`config.mk`:
```
export PLATFORM = sky130hd
export DESIGN_NAME = serial_subtractor
export DESIGN_NICKNAME = d
export VERILOG_FILES = /design/src/rtl/serial_subtractor.sv
export SDC_FILE = /design/constraint.sdc
export NUM_CORES = 1
export LEC_CHECK = 0
export CELL_PAD_IN_SITES_DETAIL_PLACEMENT = 1
export CELL_PAD_IN_SITES_GLOBAL_PLACEMENT = 1
export CORE_ASPECT_RATIO = 0.7
export CORE_MARGIN = 2
export CORE_UTILIZATION = 37
export CTS_BUF_LIST = sky130_fd_sc_hd__clkbuf_2 sky130_fd_sc_hd__clkbuf_4 sky130_fd_sc_hd__clkbuf_8
export DETAILED_ROUTE_END_ITERATION = 6
export PLACE_DENSITY = 0.73
export SETUP_SLACK_MARGIN = 0.05
export SLEW_MARGIN = 40
export SYNTH_ARGS = -nofsm -noshare
export SYNTH_HDL_FRONTEND = slang
export SYNTH_SLANG_ARGS = --single-unit
```
`constraint.sdc`:
```
create_clock -name clk -period 2.7 [get_ports clk]
set_input_delay 0.27 -clock clk [delete_from_list [all_inputs] [get_ports clk]]
set_output_delay 0.27 -clock clk [all_outputs]
set_load 0.02 [all_outputs]
```
`src/rtl/serial_subtractor.sv`:
```
// serial_subtractor: multi-cycle two's-complement subtractor, diff = a - b - bin.
// Resolves two bits per clock so no full-width borrow chain is ever built.
// Operands are captured on acceptance. The result appears after N/2 slice edges
// and is held stable until the consumer takes it.
module serial_subtractor #(
  parameter int N = 8
) (
  input  logic         clk,
  input  logic         rst_n,
  input  logic         in_valid,
  output logic         in_ready,
  input  logic [N-1:0] a,
  input  logic [N-1:0] b,
  input  logic         bin,
  output logic         out_valid,
  input  logic         out_ready,
  output logic [N-1:0] diff,
  output logic         bout,
  output logic         ovf
);

  localparam int SLICES = N / 2;
  localparam int CW     = (SLICES > 1) ? $clog2(SLICES) : 1;
  localparam logic [CW-1:0] LAST = CW'(SLICES - 1);

  // Slices are two bits wide, so an odd or tiny width cannot be built.
  if (((N % 2) != 0) || (N < 2)) begin : g_bad_width
    $error("serial_subtractor: N must be even and >= 2");
  end

  typedef enum logic [1:0] {IDLE, BUSY, DONE} state_t;

  state_t          state_q, state_d;
  logic [CW-1:0]   cnt_q, cnt_d;
  logic [N-1:0]    a_q, a_d, b_q, b_d;
  logic [N-1:0]    work_q, work_d;
  logic            brw_q, brw_d;
  logic [N-1:0]    diff_q, diff_d;
  logic            bout_q, bout_d;
  logic            ovf_q, ovf_d;
  logic            out_valid_q, out_valid_d;

  logic            accept;
  logic            last_slice;
  logic [1:0]      a_sl, b_sl;
  logic [2:0]      slice_sum;
  logic            slice_brw;

  assign accept     = in_valid & in_ready;
  assign last_slice = (state_q == BUSY) && (cnt_q == LAST);

  // State, counter and visible result registers; all cleared by reset.
  always_ff @(posedge clk) begin
    if (!rst_n) begin
      state_q     <= IDLE;
      cnt_q       <= '0;
      out_valid_q <= 1'b0;
      diff_q      <= '0;
      bout_q      <= 1'b0;
      ovf_q       <= 1'b0;
    end else begin
      state_q     <= state_d;
      cnt_q       <= cnt_d;
      out_valid_q <= out_valid_d;
      diff_q      <= diff_d;
      bout_q      <= bout_d;
      ovf_q       <= ovf_d;
    end
  end

  // Working operands and partial difference; meaningful only inside an operation.
  always_ff @(posedge clk) begin
    a_q    <= a_d;
    b_q    <= b_d;
    brw_q  <= brw_d;
    work_q <= work_d;
  end

  // Next-state logic for the IDLE -> BUSY -> DONE sequence.
  always_comb begin
    state_d = state_q;
    unique case (state_q)
      IDLE:    if (accept) state_d = BUSY;
      BUSY:    if (cnt_q == LAST) state_d = DONE;
      DONE:    if (out_valid_q && out_ready) state_d = IDLE;
      default: state_d = IDLE;
    endcase
  end

  // Ready only in IDLE and never while reset is held.
  always_comb begin
    in_ready = rst_n && (state_q == IDLE);
  end

  // Select the current slice. It is resolved as a + ~b + ~borrow, and the
  // inverted carry-out is the borrow passed on to the next slice.
  always_comb begin
    a_sl = 2'b00;
    b_sl = 2'b00;
    for (int k = 0; k < SLICES; k++) begin
      if (cnt_q == CW'(k)) begin
        a_sl = a_q[2*k +: 2];
        b_sl = b_q[2*k +: 2];
      end
    end
    slice_sum = {1'b0, a_sl} + {1'b0, ~b_sl} + {2'b00, ~brw_q};
    slice_brw = ~slice_sum[2];
  end

  // Datapath next values: capture, slice accumulation, and the final result load.
  always_comb begin
    a_d         = a_q;
    b_d         = b_q;
    brw_d       = brw_q;
    work_d      = work_q;
    cnt_d       = cnt_q;
    diff_d      = diff_q;
    bout_d      = bout_q;
    ovf_d       = ovf_q;
    out_valid_d = out_valid_q;

    if (state_q == IDLE && accept) begin
      a_d   = a;
      b_d   = b;
      brw_d = bin;
      cnt_d = '0;
    end

    if (state_q == BUSY) begin
      brw_d = slice_brw;
      for (int k = 0; k < SLICES; k++) begin
        if (cnt_q == CW'(k)) work_d[2*k +: 2] = slice_sum[1:0];
      end
      cnt_d = last_slice ? '0 : cnt_q + CW'(1);
    end

    // Only the final slice edge publishes; partial slices stay internal.
    if (last_slice) begin
      diff_d      = work_d;
      bout_d      = slice_brw;
      ovf_d       = (a_q[N-1] ^ b_q[N-1]) & (work_d[N-1] ^ a_q[N-1]);
      out_valid_d = 1'b1;
    end

    if (state_q == DONE && out_valid_q && out_ready) out_valid_d = 1'b0;
  end

  assign out_valid = out_valid_q;
  assign diff      = diff_q;
  assign bout      = bout_q;
  assign ovf       = ovf_q;

endmodule

```
* Word level (Yosys, flattened, before mapping)
Index checks and enable logic that the tools add are counted.
** Cells by class
- Bitwise logic cells :: 8
- Equality and inequality tests :: 8
- Muxes and demuxes :: 22
- Add/subtract/negate cells :: 3
- Reductions and logical operators :: 11
** Operator list (count)
- $mux 2 :: 18
- $mux 8 :: 1
- $eq 2x2->1 const B :: 3
- $logic_and 1x1->1 :: 6
- $pmux 2 s3 :: 1
- $eq 2x1->1 const B :: 2
- $logic_not 2->1 :: 2
- $ne 2x2->1 const B :: 2
- $add 2x2->3 :: 1
- $add 3x1->3 :: 1
- $not 1->1 :: 3
- $reduce_and 3->1 :: 1
- $add 2x1->2 const B :: 1
- $and 1x1->1 :: 2
- $mux 1 :: 2
- $ne 2x1->1 const B :: 1
- $not 2->2 :: 1
- $reduce_bool 2->1 :: 1
- $reduce_or 2->1 :: 1
- $xor 1x1->1 :: 2
** Word-level totals
- Output and inout port bits :: 12
- Input port bits :: 21
- Logic and storage cells :: 62
- Flip-flop bits (word level) :: 40

* Depth between registers and ports, before layout
Gate-level depths: netlist of the first run.
- Word-level depth :: 12
- Mapped depth :: 12
- Depth with buffers taken out :: 10

* Worst setup path after synthesis of the first run
OpenSTA, ideal clock, no wires.
- Kind :: reg2reg
- From :: reg cnt_q[0]
- To :: reg ovf_q (netlist: ovf)
- Path slack :: -8 ps
- Clock period less this slack :: 2708 ps
- Required time :: 2626 ps
- Stages on the path, launching flop included :: 11
- Data arrival time :: 2634 ps
- Cells stage by stage :: dfxtp_1 > inv_1 > ha_1 > nor2b_4 > a221oi_1 > o31ai_1 > fa_1 > fa_1 > buf_6 > or3b_1 > a31oi_1
** Between the ends
- Longest elaborated chain between the ends :: 12
- Elaborated cells between the ends (all ways) :: 20
- Those cells by class :: add/sub: 2; eq/ne: 3; mux: 10; bitwise: 3; reduce/logical: 2
** RTL lines
- start, declared :: RTL line 34 : logic [CW-1:0] cnt_q, cnt_d;
- start signal, assigned :: RTL line 63 : cnt_q <= cnt_d;
- $logic_not 2->1 :: RTL line 101 : if (cnt_q == CW'(k)) begin
- $mux 2 (4 in a row) :: RTL line 101
- $not 2->2 :: RTL line 106 : slice_sum = {1'b0, a_sl} + {1'b0, ~b_sl} + {2'b00, ~brw_q};
- $add 2x2->3 :: RTL line 106
- $add 3x1->3 :: RTL line 106
- $mux 2 :: RTL line 132 : if (cnt_q == CW'(k)) work_d[2*k +: 2] = slice_sum[1:0];
- $mux 8 :: RTL line 129 : if (state_q == BUSY) begin
- $xor 1x1->1 :: RTL line 141 : ovf_d = (a_q[N-1] ^ b_q[N-1]) & (work_d[N-1] ^ a_q[N-1]);
- $and 1x1->1 :: RTL line 141
- end signal, assigned :: RTL line 67 : ovf_q <= ovf_d;
- end, declared :: RTL line 40 : logic ovf_q, ovf_d;
Parallel ways exist; a longest one is shown, timed or not.
A chain may end at the register's enable or synchronous reset.

* Worst setup path in the final report of the first run
- From :: reg cnt_q[1]
- To :: reg ovf_q (netlist: ovf)
The elaborated chain is that of the path after synthesis.

==> results.json, run 1 <==
{
  "syn_area_per_cell_um2": 11.2,
  "ys_seq_area_frac": 0.556,
  "tightest_slew_ps": 748,
  "p_clk_frac": 0.302,
  "rsz0062_at_grt": "yes",
  "drc": 0,
  "finalClockSkew_ps": 4.20,
  "maxCapViolCount": 0,
  "fmax_mhz": 393,
  "yosysWarningCount": 0,
  "cp.arrival_ps": 2760,
  "fp.dieH_um": 60.3,
  "final_cell_mix": "clkdlybuf4s50_1 (32), dfxtp_1 (19), nand2_1 (18), edfxtp_1 (17), nand2b_1 (8)",
  "irDropWorstVdd_mv": 0.276,
  "ios": 33,
  "clock-sinks": 38,
  "cts_htree_levels": 2,
  "total_power_w": 0.00129,
  "p_leak_nw": 0.804,
  "diodes": 0,
  "clock_latency_ps": 300,
  "drtAntennaViolNets": 0,
  "fp.dieW_um": 84.4,
  "postLayoutCellArea_um2": 2170,
  "drt-initial-drc-count": 27,
  "maxSlewViolCount": 0,
  "drive_above_1_share": 0.152,
  "n_fill_cell": 478,
  "power_density_nw_per_um2": 594,
  "core_um2": 4350,
  "synth.distinct_cells": 36,
  "finalHoldViolations": 0,
  "io_buffers": 32,
  "ys_ff_latch": 38,
  "vias": 1216,
  "wl_um": 3880,
  "placed_area_um2": 2040,
  "netlist_instances": 149,
  "dp_hpwl_um": 2820,
  "use_met2": 0.276,
  "grt_pass1_wl_um": 6410,
  "grt_max_degree": 18,
  "power_switching_share": 0.256,
  "area.growth.synth_to_final_pct": 30.0,
  "wire_per_inst_um": 16.2,
  "clkTransAtPathRegs_ps": 70,
  "outcome": "completed",
  "cp_data_required_time_ps": 2920,
  "crit_fanout": 11,
  "nets": 211,
  "grtUsageTotal": 0.171,
  "dieArea_um2": 5080,
  "crit_path_end_kind": "flop",
  "clockRootBuffer": "clkbuf_8",
  "drt_pass1_iterations": 4,
  "initial_core_util": 0.384,
  "p_comb_frac": 0.166,
  "grt_pass1_vias": 1277,
  "grt_overflow": 0,
  "avgViaCountPerCell": 5.09,
  "final_util": 0.499,
  "layout_commonest_cell": "clkdlybuf4s50_1",
  "clock_path_buffers": 2,
  "start_kind": "flop",
  "power.internal_w": 0.000961,
  "slew-limit-headroom": 0.501,
  "grtUsageMet3": 0.0428,
  "fin_crit_ps": 2540,
  "gp_congestion": 0.750,
  "met1_usage": 0.215,
  "power_frac_seq": 0.532,
  "period_share": 0.942,
  "setup_viol": 0,
  "cts_buffers": 5,
  "synth_nets": 176,
  "hold_class": "reg2reg",
  "synth_area_um2": 1670,
  "busiest_layer": "met2",
  "fp-row-count": 20,
  "postCtsHoldBufs": 0,
  "cts_tree": "built",
  "worstSetupPathType": "reg2reg",
  "grt_antenna_before_repair": 0,
  "reg2reg_slack_ps": 160,
  "net-switching-power_w": 0.000331
}
## cell families (layout without fill, tap and decap cells)
kind of cell    after synthesis  count (layout)  synth area share
buf+inv                      14              49            0.0494
fa+ha+maj                     6               6            0.0539
simple gates                 49              49             0.159
mux                           2               2            0.0127
flops                        38              38             0.556
compound gates               40              40             0.168
## what timing repair did
action	CTS	global route
buffers inserted	0	0
resized for setup	9	5
setup endpoints to repair	4	5
pin swaps	2	5
gates cloned	0	0
## final timing paths
kind | startpoint | to | cells after the start
hold reg to reg | diff[3]$_SDFFE_PN0P_ | diff[3]$_SDFFE_PN0P_ | 2
setup / recovery | cnt_q[1]$_SDFFE_PN0P_ | ovf$_SDFFE_PN0P_ | 9
setup reg to reg | cnt_q[1]$_SDFFE_PN0P_ | ovf$_SDFFE_PN0P_ | 9
hold / removal | diff[3]$_SDFFE_PN0P_ | diff[3]$_SDFFE_PN0P_ | 2
## layout make-up
type	count	area, um2	share of cell area
clock buffers	7	83.8	0.0385
inverters	5	18.8	0.00863
multi-input cells	97	709	0.326
flip-flops and latches	38	936	0.430
well taps	55	68.8	0.0316
repair buffers	37	358	0.165
## sequential cells by signal, indices dropped and copies added, names as in the netlist
signal     count
a_q            8
b_q            8
bout           1
brw_q          1
cnt_q          2
diff           8
out_valid      1
ovf            1
state_q        2
work_q         6
## synthesized netlist by cell type (all sizes together)
cell	count	area, um2
a21boi	4	30.0
a21oi	8	43.8
a221o	1	10.0
a221oi	2	17.5
a22oi	4	35.0
a31oi	1	6.26
and2	2	12.5
and3b	1	8.76
buf	8	58.8
clkbuf	1	5.00
dfxtp	21	420
edfxtp	17	510
fa	2	40.0
ha	4	50.1
inv	5	18.8
mux2	1	11.3
mux2i	1	10.0
nand2	18	67.6
nand2b	8	50.1
nand3	3	15.0
nand3b	5	37.5
nor2	4	15.0
nor2b	7	51.3
o211a	4	40.0
o211ai	3	22.5
o21ai	9	45.0
o21bai	1	7.51
o2bb2ai	1	8.76
o31ai	2	15.0
or3b	1	8.76
## per-layer routing
layer | routed length [um] | vias up | share of wire
met4 | 85 | 0 | 0.022
met1 | 1920 | 589 | 0.50
met5 | 0 | - | 0
li1 | - | 595 | -
met2 | 1730 | 25 | 0.44
met3 | 147 | 7 | 0.038
## power groups by stage
| stage | sequential (W) | combinational (W) | clock (W) |
|---|---|---|---|
| after floorplan | 0.000686 | 0.000139 | 0 |
| after global placement | 0.000694 | 0.000192 | 0 |
| after detailed placement | 0.000698 | 0.000204 | 0 |
| after CTS | 0.000687 | 0.000212 | 0.000403 |
| after global routing | 0.000691 | 0.000239 | 0.000424 |
| final | 0.000687 | 0.000214 | 0.000391 |
## critical path, cell delays in order, from the launching register on
cell and delay [ps]:
dfxtp_2 340, inv_2 100, ha_4 230, nor2b_4 70, a221oi_2 230, o31ai_2 110, fa_2 350, fa_1 480
or3b_1 370, a31oi_1 180
## stage by stage
| stage | cells | worst slack, ps | hold slack [ps] | TNS, ps |
|---|---|---|---|---|
| 6_report | 239 | 157 | 459 | 0 |
| 3_5_place_dp | 232 | -6.44 | 451 | -6.44 |
| 5_1_grt | 239 | 30.0 | 483 | 0 |
| 3_3_place_gp | 232 | 106 | 439 | 0 |
| 4_1_cts | 239 | 52.7 | 465 | 0 |
| 2_1_floorplan | 149 | 55.7 | 369 | 0 |
Note: power is estimated with default switching activity, not from simulation.
==> inputs of run 2 (changes only) <==
--- a/config.mk
+++ b/config.mk
@@ -8,11 +8,9 @@
 export CELL_PAD_IN_SITES_DETAIL_PLACEMENT = 1
 export CELL_PAD_IN_SITES_GLOBAL_PLACEMENT = 1
 export CORE_ASPECT_RATIO = 0.7
-export CORE_MARGIN = 2
-export CORE_UTILIZATION = 37
-export CTS_BUF_LIST = sky130_fd_sc_hd__clkbuf_2 sky130_fd_sc_hd__clkbuf_4 sky130_fd_sc_hd__clkbuf_8
+export CORE_UTILIZATION = 36
 export DETAILED_ROUTE_END_ITERATION = 6
-export PLACE_DENSITY = 0.73
+export PLACE_DENSITY = 0.71
 export SETUP_SLACK_MARGIN = 0.05
 export SLEW_MARGIN = 40
 export SYNTH_ARGS = -nofsm -noshare
==> results.json, run 2 (same netlist as run 1, synthesis figures left out) <==
{
  "layout_commonest_cell": "clkdlybuf4s50_1",
  "clkTransAtPathRegs_ps": 80,
  "hold_depth": 2,
  "r2r-end": "ovf$_SDFFE_PN0P_",
  "clock_latency_ps": 290,
  "tightest_slew_ps": 729,
  "path_cells": "inv_2 > ha_2 > nor2b_4 > a221oi_2 > o31ai_2 > fa_2 > fa_1 > or3b_1 > a31oi_1",
  "worstSetupPathType": "reg2reg",
  "ios": 33,
  "diodes": 0,
  "setup_viol": 0,
  "cpMaxStageDelayCell": "fa_1",
  "finalHoldViolations": 0,
  "io_buffers": 32,
  "power_frac_seq": 0.540,
  "irDropWorstVdd_mv": 0.264,
  "final_util": 0.492,
  "fmax_mhz": 390,
  "multi_input_area_um2": 696,
  "cp_data_required_time_ps": 2910,
  "power_switching_share": 0.262,
  "power.internal_w": 0.000940,
  "clockRootBuffer": "clkbuf_8",
  "net-switching-power_w": 0.000333,
  "grt_pass1_wl_um": 6930,
  "critPathTopFamily": "adder cells",
  "clock-sinks": 38,
  "grt_pass1_vias": 1342,
  "fin_crit_ps": 2570,
  "area.growth.synth_to_final_pct": 29.5,
  "reg2reg_slack_ps": 130,
  "grt_antenna_before_repair": 0,
  "p_clk_frac": 0.290,
  "crit_path_end_kind": "flop",
  "clock_path_buffers": 2,
  "dp_hpwl_um": 2910,
  "drt_pass1_iterations": 4,
  "wl_um": 4020,
  "drtAntennaViolNets": 0,
  "grt_overflow": 0,
  "initial_core_util": 0.380,
  "dieArea_um2": 4930,
  "worstRegToRegCells": 9,
  "total_power_w": 0.00127,
  "drc": 0,
  "cts_htree_levels": 2,
  "grt_max_degree": 18,
  "fp-row-count": 20,
  "crit_buf_inv": 1,
  "core_um2": 4400,
  "drive_above_1_share": 0.145,
  "wire_per_inst_um": 16.7,
  "gp_congestion": 0.743,
  "p_comb_frac": 0.170,
  "maxSlewViolCount": 0,
  "cts_buffers": 5,
  "maxCapViolCount": 0,
  "avgViaCountPerCell": 5.14,
  "period_share": 0.951,
  "hold_class": "reg2reg",
  "hold_start": "diff[1]$_SDFFE_PN0P_",
  "final_cell_mix": "clkdlybuf4s50_1 (32), dfxtp_1 (19), nand2_1 (18), edfxtp_1 (17), nand2b_1 (8)",
  "outcome": "completed",
  "holdPathEnd": "diff[1]$_SDFFE_PN0P_",
  "grtUsageTotal": 0.186,
  "power_density_nw_per_um2": 588,
  "cp.arrival_ps": 2780,
  "p_leak_nw": 0.804,
  "fp.dieH_um": 59.0,
  "vias": 1239,
  "nets": 212,
  "slew-limit-headroom": 0.514,
  "r2r-start": "cnt_q[0]$_SDFFE_PN0P_",
  "crit_path_max_incr_delay_ps": 470,
  "regArea_um2": 936,
  "rsz0062_at_grt": "no",
  "finalClockSkew_ps": 7.22,
  "postCtsHoldBufs": 0,
  "crit_fanout": 4,
  "n_fill_cell": 470,
  "fin_ws_ps": 133,
  "drt-initial-drc-count": 47,
  "cts_tree": "built",
  "start_kind": "flop",
  "place_ws_ps": -81.0,
  "fp.dieW_um": 83.5
}
==> run 2: final cells by class <==
cell class / count / share of cell area
clock buffers: 6 / 0.0335
clock inverters: 2 / 0.00404
inverters: 5 / 0.00867
multi-input cells: 97 / 0.321
flip-flops and latches: 38 / 0.432
well taps: 55 / 0.0318
repair buffers: 38 / 0.169
==> run 2: worst max path at each step <==
| stage | start | to | slack (ps) | cells past startpoint |
|---|---|---|---|---|
| 2_1_floorplan | cnt_q[0]$_SDFFE_PN0P_ | ovf$_SDFFE_PN0P_ | 60 | 10 |
| 3_3_place_gp | cnt_q[0]$_SDFFE_PN0P_ | ovf$_SDFFE_PN0P_ | 100 | 8 |
| 3_5_place_dp | cnt_q[0]$_SDFFE_PN0P_ | ovf$_SDFFE_PN0P_ | -80 | 8 |
| 4_1_cts | cnt_q[0]$_SDFFE_PN0P_ | ovf$_SDFFE_PN0P_ | 90 | 9 |
| 5_1_grt | cnt_q[0]$_SDFFE_PN0P_ | ovf$_SDFFE_PN0P_ | 50 | 10 |
| 6_report | cnt_q[0]$_SDFFE_PN0P_ | ovf$_SDFFE_PN0P_ | 130 | 9 |
==> run 2: timing repair <==
action,in CTS,in global routing
gates cloned,0,0
hold endpoints to repair,0,0
pin swaps,1,1
resized for setup,8,4
setup endpoints to repair,6,5
buffers inserted,0,1
==> run 2: power groups by stage <==
stage               registers [W]  clock network, W  logic (W)
floorplan                0.000686                 0   0.000139
global placement         0.000694                 0   0.000192
detailed placement       0.000699                 0   0.000206
CTS                      0.000687          0.000386   0.000215
global route             0.000694          0.000408   0.000245
finish                   0.000687          0.000369   0.000217
==> run 2: metrics by stage <==
stage | setup TNS [ps] | hold slack [ps] | std cells | instance area [um2]
2_1_floorplan | 0 | 369 | 149 | 1680
6_report | 0 | 464 | 241 | 2170
3_5_place_dp | -122 | 458 | 232 | 2040
5_1_grt | 0 | 492 | 241 | 2170
4_1_cts | 0 | 468 | 240 | 2150
3_3_place_gp | 0 | 436 | 232 | 2040
==> run 2: worst min-delay path: stages (launching register included) <==
cell and delay [ps]:
dfxtp_1 320, nand2_1 50, a21boi_1 50
==> run 2: layer usage <==
layer  track usage  share of wire
met1         0.243           0.48
met2         0.309           0.46
met3        0.0487          0.048
met4        0.0581          0.014
met5             0              0
==> inputs of run 3 (changes only) <==
--- a/config.mk
+++ b/config.mk
@@ -10,6 +10,7 @@
 export CORE_ASPECT_RATIO = 0.7
 export CORE_UTILIZATION = 36
 export DETAILED_ROUTE_END_ITERATION = 6
+export GPL_TIMING_DRIVEN = 0
 export PLACE_DENSITY = 0.71
 export SETUP_SLACK_MARGIN = 0.05
 export SLEW_MARGIN = 40
==> results.json, run 3 (same netlist as run 1, synthesis figures left out) <==
{
  "clockRootBuffer": "clkbuf_8",
  "slew-limit-headroom": 0.498,
  "dieArea_um2": 4930,
  "wl_um": 4260,
  "cts_tree": "built",
  "fp.dieW_um": 83.5,
  "fp-row-count": 20,
  "vias": 1249,
  "cts_htree_levels": 2,
  "setup_viol": 0,
  "rsz0062_at_grt": "yes",
  "crit_path_end_kind": "flop",
  "grt_pass1_wl_um": 6940,
  "reg2reg_slack_ps": 80,
  "cts_buffers": 5,
  "avgViaCountPerCell": 5.06,
  "whs_ps": 464,
  "period_share": 0.972,
  "final_cell_mix": "clkdlybuf4s50_1 (32), dfxtp_1 (19), nand2_1 (18), edfxtp_1 (17)",
  "hold_depth": 2,
  "start_kind": "flop",
  "power_density_nw_per_um2": 604,
  "drive_above_1_share": 0.193,
  "wire_per_inst_um": 17.2,
  "worstSetupPathType": "reg2reg",
  "diodes": 0,
  "grt_antenna_before_repair": 0,
  "dp_cells": 236,
  "fin_crit_ps": 2620,
  "fin_ws_ps": 75.8,
  "r2r-start": "cnt_q[1]$_SDFFE_PN0P_",
  "hold_class": "reg2reg",
  "drt_pass1_iterations": 4,
  "initial_core_util": 0.380,
  "grt_pass1_vias": 1348,
  "gp_congestion": 0.779,
  "p_leak_nw": 0.865,
  "clock_latency_ps": 290,
  "finalHoldViolations": 0,
  "layout_commonest_cell": "clkdlybuf4s50_1",
  "fin_cells": 247,
  "area.growth.synth_to_final_pct": 37.8,
  "ios": 33,
  "irDropWorstVdd_mv": 0.294,
  "final_util": 0.524,
  "dp_hpwl_um": 2980,
  "maxCapViolCount": 0,
  "grtUsageTotal": 0.191,
  "finalClockSkew_ps": 2.59,
  "outcome": "completed",
  "fp.dieH_um": 59.0,
  "clock-sinks": 38,
  "tightest_slew_ps": 754,
  "hold_start": "diff[5]$_SDFFE_PN0P_",
  "holdPathEnd": "diff[5]$_SDFFE_PN0P_",
  "maxSlewViolCount": 0,
  "drt-initial-drc-count": 21,
  "cp.arrival_ps": 2850,
  "io_buffers": 32,
  "worstRegToRegCells": 9,
  "postCtsHoldBufs": 0,
  "clock_path_buffers": 2,
  "r2r-end": "ovf$_SDFFE_PN0P_",
  "nets": 218,
  "fmax_mhz": 381,
  "place_ws_ps": -216,
  "drc": 0,
  "clkTransAtPathRegs_ps": 80,
  "n_fill_cell": 470,
  "grt_overflow": 0,
  "setup_tns_ps": 0,
  "crit_fanout": 5,
  "cp_data_required_time_ps": 2920,
  "core_um2": 4400,
  "grt_max_degree": 17,
  "drtAntennaViolNets": 0
}
## run 3: cell count changes in the layout (fill, tap and decap cells not counted), moves of 2 or more
cell      before  now
buf_2          0    2
buf_4          6    4
ha_2           2    0
inv_2          2    0
clkbuf_8       5    8
buf_6          0    4
ha_4           1    3
inv_4          0    2
## run 3: area by class of cell
cell class | instances | area [um2] | area share
clock buffer | 8 | 110 | 0.0477
tap | 55 | 68.8 | 0.0298
inverter | 5 | 23.8 | 0.0103
sequential | 38 | 936 | 0.406
timing repair buffer | 37 | 362 | 0.157
multi-input combinational | 97 | 742 | 0.322
buffer | 7 | 63.8 | 0.0277
## run 3: worst max path at each step
| stage | depth (start not counted) | slack [ps] | start | to |
|---|---|---|---|---|
| detailed placement | 10 | -220 | cnt_q[0]$_SDFFE_PN0P_ | ovf$_SDFFE_PN0P_ |
| finish | 9 | 80 | cnt_q[1]$_SDFFE_PN0P_ | ovf$_SDFFE_PN0P_ |
| global route | 9 | -1 | cnt_q[1]$_SDFFE_PN0P_ | ovf$_SDFFE_PN0P_ |
| global placement | 10 | -140 | cnt_q[0]$_SDFFE_PN0P_ | ovf$_SDFFE_PN0P_ |
| CTS | 10 | 60 | cnt_q[0]$_SDFFE_PN0P_ | ovf$_SDFFE_PN0P_ |
| floorplan | 10 | 60 | cnt_q[0]$_SDFFE_PN0P_ | ovf$_SDFFE_PN0P_ |
## run 3: what timing repair did
action | in CTS | in global routing
buffers inserted | 3 | 2
resized for setup | 19 | 7
pin swaps | 2 | 9
setup endpoints to repair | 6 | 4
## run 3: metrics by stage
stage                     instance area, um2  power [W]
after floorplan                         1680   0.000825
after global placement                  2070   0.000894
after detailed placement                2070   0.000909
after CTS                               2280    0.00140
after global routing                    2310    0.00146
final                                   2310    0.00139
## run 3: power by group
| group | total [W] | internal [W] | switching [W] | leakage (nW) |
|---|---|---|---|---|
| registers | 0.000684 | 0.000654 | 0.0000300 | 0.330 |
| logic | 0.000248 | 0.000123 | 0.000125 | 0.477 |
| clock network | 0.000462 | 0.000258 | 0.000204 | 0.0575 |
| total | 0.00139 | 0.00104 | 0.000359 | 0.865 |
## run 3: critical path: stages, from the launching register on
cell and delay (ps):
dfxtp_2 360, inv_4 60, ha_4 170, buf_8 130
a221oi_4 310, o31ai_4 90, fa_2 400, fa_1 520
or3b_1 390, a31oi_1 130
## run 3: metal layers
metal	part of all wire	GRT usage	vias to the layer above
li1	-	-	610
met1	0.47	0.251	606
met2	0.47	0.317	23
met3	0.034	0.0460	10
met4	0.020	0.0654	0
met5	0	0	-
